===== src/rtl/keypad_pkg.sv =====
// keypad_pkg: shared key-code types, keypad map and seven-segment font.
package keypad_pkg;

    typedef logic [3:0] hex_t;

    // Indexed by {row, col}; entry 0 is row 0 col 0.
    localparam hex_t [15:0] KEYMAP = {
        4'hD, 4'hF, 4'h0, 4'hE,
        4'hC, 4'h9, 4'h8, 4'h7,
        4'hB, 4'h6, 4'h5, 4'h4,
        4'hA, 4'h3, 4'h2, 4'h1
    };

    // Active-low {g,f,e,d,c,b,a}; entry 0 is glyph 0.
    localparam logic [15:0][6:0] SEG_FONT = {
        7'h0E, 7'h06, 7'h21, 7'h46, 7'h03, 7'h08, 7'h10, 7'h00,
        7'h78, 7'h02, 7'h12, 7'h19, 7'h30, 7'h24, 7'h79, 7'h40
    };

    localparam logic [6:0] SEG_BLANK = 7'h7F;

    function automatic logic [1:0] onehot_idx(input logic [3:0] v);
        return {v[3] | v[2], v[3] | v[1]};
    endfunction

endpackage


===== src/rtl/seven_seg_decoder.sv =====
// seven_seg_decoder: hex code to active-low segment pattern.
module seven_seg_decoder
    import keypad_pkg::*;
(
    input  hex_t       hex,
    output logic [6:0] seg
);

    assign seg = SEG_FONT[hex];

endmodule


===== src/rtl/keypad_digit_display.sv =====
// keypad_digit_display: captures keypad events into a two-key history and
// multiplexes both digits onto a dual seven-segment display.
module keypad_digit_display
    import keypad_pkg::*;
#(
    parameter int REFRESH_DIV  = 48_000,
    parameter int BLANK_CYCLES = 480
) (
    input  logic       clk,
    input  logic       reset,
    input  logic [7:0] rc,
    input  logic       en,
    output logic [3:0] digit_new,
    output logic [3:0] digit_old,
    output logic [1:0] key_count,
    output logic       err,
    output logic [1:0] an,
    output logic [6:0] seg
);

    localparam int CW = $clog2(REFRESH_DIV);

    logic [CW-1:0] cnt_q, cnt_d;
    logic          sel_q, sel_d;
    hex_t          new_q, new_d, old_q, old_d;
    logic [1:0]    kc_q, kc_d;
    logic          err_q, err_d;
    logic [1:0]    an_q, an_d;
    logic [6:0]    seg_q, seg_d;
    logic          valid, cap, wrap, blank;
    hex_t          code, shown;
    logic [6:0]    font_seg;

    seven_seg_decoder u_dec (
        .hex (shown),
        .seg (font_seg)
    );

    always_comb begin
        valid = $onehot(rc[7:4]) && $onehot(rc[3:0]);
        code  = KEYMAP[{onehot_idx(rc[7:4]), onehot_idx(rc[3:0])}];
        cap   = en && valid;
        new_d = cap ? code : new_q;
        old_d = cap ? new_q : old_q;
        kc_d  = (cap && kc_q != 2'd2) ? kc_q + 2'd1 : kc_q;
        err_d = en && !valid;
        wrap  = 32'(cnt_q) == REFRESH_DIV - 1;
        cnt_d = wrap ? '0 : cnt_q + 1'b1;
        sel_d = sel_q ^ wrap;
        // Left digit is only meaningful once two keys are held.
        blank = 32'(cnt_q) < BLANK_CYCLES || kc_q == 2'd0 || (sel_q && kc_q == 2'd1);
        shown = sel_q ? old_q : new_q;
        an_d  = blank ? 2'b11 : (sel_q ? 2'b01 : 2'b10);
        seg_d = blank ? SEG_BLANK : font_seg;
    end

    always_ff @(posedge clk) begin
        if (reset) begin
            cnt_q <= '0;
            sel_q <= 1'b0;
            new_q <= '0;
            old_q <= '0;
            kc_q  <= '0;
            err_q <= 1'b0;
            an_q  <= 2'b11;
            seg_q <= SEG_BLANK;
        end else begin
            cnt_q <= cnt_d;
            sel_q <= sel_d;
            new_q <= new_d;
            old_q <= old_d;
            kc_q  <= kc_d;
            err_q <= err_d;
            an_q  <= an_d;
            seg_q <= seg_d;
        end
    end

    assign digit_new = new_q;
    assign digit_old = old_q;
    assign key_count = kc_q;
    assign err       = err_q;
    assign an        = an_q;
    assign seg       = seg_q;

endmodule


===== config.mk =====
export PLATFORM = sky130hd
export DESIGN_NAME = keypad_digit_display
export DESIGN_NICKNAME = d
export VERILOG_FILES = /design/src/rtl/keypad_pkg.sv /design/src/rtl/seven_seg_decoder.sv /design/src/rtl/keypad_digit_display.sv
export SDC_FILE = /design/constraint.sdc
export NUM_CORES = 1
export LEC_CHECK = 0
export CORE_MARGIN = 2
export CORE_UTILIZATION = 55
export CTS_CLUSTER_SIZE = 30
export DETAILED_ROUTE_END_ITERATION = 12
export PLACE_DENSITY = 0.81
export SYNTH_ARGS = -nofsm -noshare
export SYNTH_HDL_FRONTEND = slang
export SYNTH_SLANG_ARGS = --single-unit

===== constraint.sdc =====
create_clock -name clk -period 4.9 [get_ports clk]
set_clock_uncertainty 0.1 [all_clocks]
set_input_delay 0.98 -clock clk [delete_from_list [all_inputs] [get_ports clk]]
set_output_delay 0.98 -clock clk [all_outputs]
set_load 0.05 [all_outputs]

==> results of run 1 <==
[kinds of logic after synthesis]
kind of cell | after synthesis
simple gates | 89
flops | 37
compound gates | 33
buf+inv | 28
fa+ha+maj | 21
xor+xnor | 15
mux | 8
[registers in the layout (all words and copies together), names as in the netlist]
| signal | flops |
|---|---|
| cnt_q | 16 |
| an | 2 |
| digit_old | 4 |
| err | 1 |
| sel_q | 1 |
| seg | 7 |
| key_count | 2 |
| digit_new | 4 |
[area by class of cell]
cell class,instances,area [µm²]
Clock buffer,5,68.8
Clock inverter,1,5.00
Tap cell,48,60.1
Inverter,21,78.8
Multi-Input combinational cell,166,1160
Fill cell,310,1190
Timing Repair Buffer,30,300
Sequential cell,37,741
[synthesized netlist by cell type, drive strengths merged, types with 5 or more instances]
cell type / instances / share of area (%)
xnor2: 14 / 6.1
ha: 19 / 12
dfxtp: 37 / 37
o221ai: 5 / 2.2
a21oi: 11 / 2.7
nand3: 6 / 1.7
nor2: 30 / 5.6
nor4: 6 / 2.2
nor3: 7 / 1.7
nand2: 18 / 3.3
nand4: 7 / 2.2
inv: 21 / 3.9
[critical path: cells and delay by family]
family	cells	cell delay (ns)
buffers and inverters	3	0.75
and+or+nand+nor	4	1.46
adders and majority gates	3	0.95
[metrics by stage]
step	area, µm²	power (W)	std cells	setup WS (ns)
2_1_floorplan	2020	0.000372	231	1.56
3_3_place_gp	2340	0.000394	302	0.785
3_5_place_dp	2340	0.000397	302	0.588
4_1_cts	2420	0.000586	308	0.907
5_1_grt	2420	0.000607	308	0.611
6_report	2420	0.000581	308	0.898
[where the power goes]
group	switching (W)	leakage (nW)	total, W	internal (W)
Clock	0.0000972	0.0399	0.000191	0.0000933
Sequential	0.00000482	0.299	0.000310	0.000306
Combinational	0.0000475	0.544	0.0000800	0.0000325
Total	0.000150	0.883	0.000581	0.000431
[worst paths after layout]
kind                                      to  slack (ns)     start
worst max-delay path            key_count[0]        0.90     rc[5]
worst max register to register        seg[4]        2.56     sel_q
worst min-delay path                cnt_q[0]        0.37  cnt_q[0]
worst min register to register      cnt_q[0]        0.37  cnt_q[0]
[metal layers]
layer	vias up	part of all wire [%]	track usage [%]
li1	855	-	-
met5	-	0	0
met3	5	3.7	6.60
met1	770	49	25.3
met2	31	45	34.8
met4	0	2.0	9.84
==> summary.txt, run 1 <==
Worst setup path
  – Max stage delay cell, worst path: clkdlybuf4s50_1
  – CP Data Required Time: 5.03 ns
  – Max stage delay on crit path: roughly 0.6 ns
  – R2r worst-path depth: 4
  – CP cell instances: clkdlybuf4s50_1, inv_1, fa_1, inv_1, ha_1, ha_1, nor4_1, nand4_1, or4_1, nand2_1
  – Critical Path AT: 4.14 ns
  – CP Capture Type: flop
  – Critical path startpoint category: primary input
  – Crit path kind: primary input to flop
  – Crit-path max FO: 10

Synthesis
  – Post-Synth Adder-Cell Area: 13.7%
  – Synthesized area: 2020 µm²
  – Simple-Gate Fraction of Synth Area: 22.0%
  – Post-Syn Nets: around 260
  – Post-synth EDFFs: 0
  – Asr flop ratio synth: 0%
  – Avg Cell Area, Syn: 8.76 µm²
  – Yosys warns: 0
  – Proportion of synthesized area in mux cells: 4.21%
  – XOR/XNOR share of the synthesized area: 6.49%
  – Seq cells post-synth: 37
  – Ys flop type: dfxtp_1
  – Netlist cell types: 42
  – Sequential share of the synthesized area: 36.6%
  – Mapped Cells: 231
  – Largest family of logic cells by synthesized area: simple AND/OR/NAND/NOR gates
  – Synth Area in Compound Gates: between 10% and 20%

Drt
  – WL final: 3820 µm
  – First-iteration detailed-routing DRC count: 79
  – WL per Instance: around 12 µm
  – Drt via density: 5.39
  – Pre-antenna DRT Iters: 4
  – Detailed-route via count: 1661
  – Antenna Nets Post-Route: 0
  – # DRC: 0

Run status
  – Status: finished, final reports clean

Floorplan
  – Starting Density: between 50% and 60%
  – Core area: 3610 µm²
  – # rows: 22
  – DIE AREA: ~4200 µm²
  – Die width: ~65 µm
  – Chip height: between 60 and 70 µm
  – IO Pins: 31

Run
  – Max cap viols: 0

Clock network
  – Num CTS Buffers: 5
  – Root Buffer: clkbuf_8
  – Reg clk slew, reported paths: approximately 0.07 ns
  – Bufs on Longest Clock Path: 2
  – Htree depth: 2
  – Post-CTS Setup Inserts: 0
  – Hold Buf Count CTS: 0
  – CTS sink count: 37
  – CTS tree: done
  – Post-CTS sizing: 0
  – Clk Latency, worst-skew pair: roughly 0.29 ns

STA
  – FMAX: 250 MHz
  – Worst-Margin Slew: about 1.2 ns
  – Setup violators final: 0
  – RSZ-0062 raised after global routing: no
  – Final hold slack: about 0.37 ns
  – Slew headroom: about 17%
  – Final Slew Violations: 0
  – Tmin final: 4.00 ns
  – Fin crit share: 81.7%
  – Final hold vios: 0
  – Setup TNS: 0 ns

Global routing
  – Total track usage: 21.2%
  – Initial antenna violation count: 0
  – Vias in the first global route: ~1600
  – First-pass GRT wire length: 6840 µm
  – Largest net degree at the start of global routing: 18
  – Grt ovf: 0

Final layout
  – Final core area utilization: 67.0%
  – Layout cells sized above 1: 5.38%
  – Area grow syn2layout: 19.5%
  – N_diodes: 0
  – Total Nets Final: 293
  – Leading cell type in the layout, fill and taps excluded: dfxtp_1
  – Most frequent cells in the layout: dfxtp_1, nor2_1, clkdlybuf4s50_1, inv_1, ha_1

Power and ir drop
  – LEAKAGE: 0.883 nW
  – Pwr dens: approximately 240 nW/µm²
  – Peak supply drop: 172 µV

Worst hold path
  – Worst hold path depth: 1
  – Hold WC Path Type: flop to flop

Placement
  – DPL Wire Length: 2810 µm
  – Port Buffer Count: 30
  – Gpl congestion: 0.904
No activity file was read; power rests on OpenSTA's default activity.
==> run 2: changes to the inputs <==
--- a/config.mk
+++ b/config.mk
@@ -6,10 +6,10 @@
 export NUM_CORES = 1
 export LEC_CHECK = 0
 export CORE_MARGIN = 2
-export CORE_UTILIZATION = 55
+export CORE_UTILIZATION = 48
 export CTS_CLUSTER_SIZE = 30
 export DETAILED_ROUTE_END_ITERATION = 12
-export PLACE_DENSITY = 0.81
+export PLACE_DENSITY = 0.75
 export SYNTH_ARGS = -nofsm -noshare
 export SYNTH_HDL_FRONTEND = slang
 export SYNTH_SLANG_ARGS = --single-unit
==> constraint.sdc (replaced) <==
create_clock -name clk -period 3.6 [get_ports clk]
set_clock_uncertainty 0.1 [all_clocks]
set_input_delay 0.72 -clock clk [delete_from_list [all_inputs] [get_ports clk]]
set_output_delay 0.72 -clock clk [all_outputs]
set_load 0.05 [all_outputs]
==> summary.txt, run 2 (synthesis gave the netlist of run 1 again) <==
Drt
  – Detailed-route via count: 1694 (was 1661)
  – First-iteration detailed-routing DRC count: 92 (was 79)
  – WL final: 3830 µm (was 3820 µm)
  – Pre-antenna DRT Iters: 4 (unchanged)
  – Antenna Nets Post-Route: 0 (unchanged)
  – # DRC: 0 (unchanged)
  – Drt via density: 5.31 (was 5.39)
  – WL per Instance: 12.0 µm (was 12.4 µm)

Final layout
  – N_diodes: 0 (unchanged)
  – Largest register by flop count: cnt_q (unchanged)
  – Area grow syn2layout: 24.3% (was 19.5%)
  – Final core area utilization: 62.4% (was 67.0%)
  – Max FFs per register: 16 (unchanged)
  – Most frequent cells in the layout: dfxtp_1, nor2_1, clkdlybuf4s50_1, inv_1, ha_1 (unchanged)
  – Layout cells sized above 1: 8.18% (was 5.38%)
  – Leading cell type in the layout, fill and taps excluded: dfxtp_1 (unchanged)
  – Total Nets Final: 300 (was 293)
  – Final Non-Filler Cells: 319 (was 308)

Power and ir drop
  – LEAKAGE: 0.935 nW (was 0.883 nW)
  – Clk network pwr share: 40.6% (was 32.8%)
  – Cell Int Power: 0.000692 W (was 0.000431 W)
  – P_sw: 0.000213 W (was 0.000150 W)
  – Sw Ratio: 23.5% (was 25.7%)
  – Gate power share: 12.8% (was 13.8%)
  – Peak supply drop: 125 µV (was 172 µV)
  – Post-route total power: 0.000904 W (was 0.000581 W)
  – Sequential share of power: 46.6% (was 53.4%)
  – Pwr dens: 360 nW/µm² (was 240 nW/µm²)

Worst setup path
  – Crit path kind: primary input to flop (unchanged)
  – Crit-path max FO: 10 (unchanged)
  – Critical path startpoint category: primary input (unchanged)
  – CP Capture Type: flop (unchanged)
  – CP Data Required Time: 3.70 ns (was 5.03 ns)
  – Critical Path AT: 3.49 ns (was 4.14 ns)

Placement
  – Port Buffer Count: 30 (unchanged)
  – Gpl congestion: 0.845 (was 0.904)
  – Pre-CTS setup slack: -0.0943 ns (was 0.588 ns)
  – DPL Wire Length: 2800 µm (was 2810 µm)
  – Inst Count DP: 311 (was 302)

STA
  – Final hold vios: 0 (unchanged)
  – RSZ-0062 raised after global routing: no (unchanged)
  – Final Slew Violations: 0 (unchanged)
  – Setup violators final: 0 (unchanged)
  – Fin crit share: 94.1%
  – Slew headroom: 50.5% (was 16.5%)
  – Setup TNS: 0 ns (unchanged)
  – Setup slack after layout: 0.212 ns (was 0.898 ns)
  – Tmin final: 3.39 ns
  – FMAX: ~300 MHz
  – Worst-Margin Slew: 0.739 ns (was 1.22 ns)

Run status
  – Status: finished, final reports clean (unchanged)

Clock network
  – Post-CTS Setup Inserts: 0 (unchanged)
  – Post-CTS sizing: 0 (unchanged)
  – Htree depth: 2 (unchanged)
  – Num CTS Buffers: 5 (unchanged)
  – Reg clk slew, reported paths: 0.07 ns (about the same)
  – Bufs on Longest Clock Path: 2 (unchanged)
  – Hold Buf Count CTS: 0 (unchanged)
  – CTS sink count: 37 (unchanged)
  – CTS tree: done (unchanged)
  – Root Buffer: clkbuf_8 (unchanged)
  – Clk Latency, worst-skew pair: 0.29 ns (about the same)

Run
  – Max cap viols: 0 (unchanged)

Global routing
  – Vias in the first global route: 1506 (was 1584)
  – Initial antenna violation count: 0 (unchanged)
  – Grt ovf: 0 (unchanged)
  – Largest net degree at the start of global routing: 17 (was 18)
  – First-pass GRT wire length: 6600 µm (was 6840 µm)
  – Total track usage: 18.4% (was 21.2%)

Floorplan
  – DIE AREA: 4750 µm² (was 4180 µm²)
  – Starting Density: 50.2% (was 56.1%)
  – Chip height: 68.9 µm (was 64.7 µm)
  – Die width: 68.9 µm (was 64.7 µm)
  – Core area: 4030 µm² (was 3610 µm²)
  – IO Pins: 31 (unchanged)
  – # rows: 23 (was 22)

Worst hold path
  – Hold WC Path Type: flop to flop (unchanged)
run 2: changes by cell type in the layout (fill, tap and decap cells not counted):
cell,previous run,this run
clkinv_2,1,0
bufinv_16,0,1
clkbuf_8,5,6
buf_4,0,7
clkbuf_1,0,1
run 2: path summary, 6_finish.rpt:
| path | start | endpoint | slack, ns | cells past startpoint |
|---|---|---|---|---|
| max reg2reg | cnt_q[7] | cnt_q[10] | 1.27 | 4 |
| min | digit_old[3] | digit_old[3] | 0.37 | 2 |
| min reg2reg | digit_old[3] | digit_old[3] | 0.37 | 2 |
| max | rc[7] | digit_new[2] | 0.21 | 11 |
run 2: area by class of cell:
type / instances / area (µm²)
fill: 359 / 1510
sequential: 37 / 741
inverter: 21 / 78.8
tap: 50 / 62.6
clock inverter: 1 / 30.0
clock buffer: 7 / 86.3
timing repair buffer: 37 / 353
multi-input combinational: 166 / 1160
run 2: critical path, cell delays in order:
cell and delay (ns):
clkdlybuf4s50_1 0.50, inv_1 0.08, fa_1 0.48, inv_1 0.04
ha_1 0.17, ha_1 0.27, nor4_1 0.36, buf_4 0.18
and4_1 0.39, nor2_1 0.08, a211oi_1 0.22
run 2: power by group through the flow:
stage                     registers, W  logic [W]  clock network [W]
after floorplan               0.000442  0.0000634                  0
after global placement        0.000431   0.000113                  0
after detailed placement      0.000431   0.000115                  0
after CTS                     0.000422   0.000116           0.000375
after global routing          0.000423   0.000130           0.000393
final                         0.000422   0.000116           0.000367
run 2: routing by layer:
metal / vias to the layer above / wire length [µm] / global-route usage (%)
li1: 870 / - / -
met1: 775 / 1830 / 23.0
met2: 44 / 1760 / 30.9
met3: 5 / 171 / 4.87
met4: 0 / 70 / 5.88
met5: - / 0 / 0
run 2: metrics by stage:
stage / cell area (µm²) / hold WS, ns
after floorplan: 2020 / 0.330
after global placement: 2400 / 0.347
after detailed placement: 2400 / 0.359
after CTS: 2510 / 0.375
after global routing: 2510 / 0.415
final: 2510 / 0.371
==> run 3: changes to the inputs <==
--- a/config.mk
+++ b/config.mk
@@ -10,6 +10,7 @@
 export CTS_CLUSTER_SIZE = 30
 export DETAILED_ROUTE_END_ITERATION = 12
 export PLACE_DENSITY = 0.75
+export SLEW_MARGIN = 40
 export SYNTH_ARGS = -nofsm -noshare
 export SYNTH_HDL_FRONTEND = slang
 export SYNTH_SLANG_ARGS = --single-unit
==> results of run 3 <==
The final DEF is identical to that of run 2; final timing and power are the same.
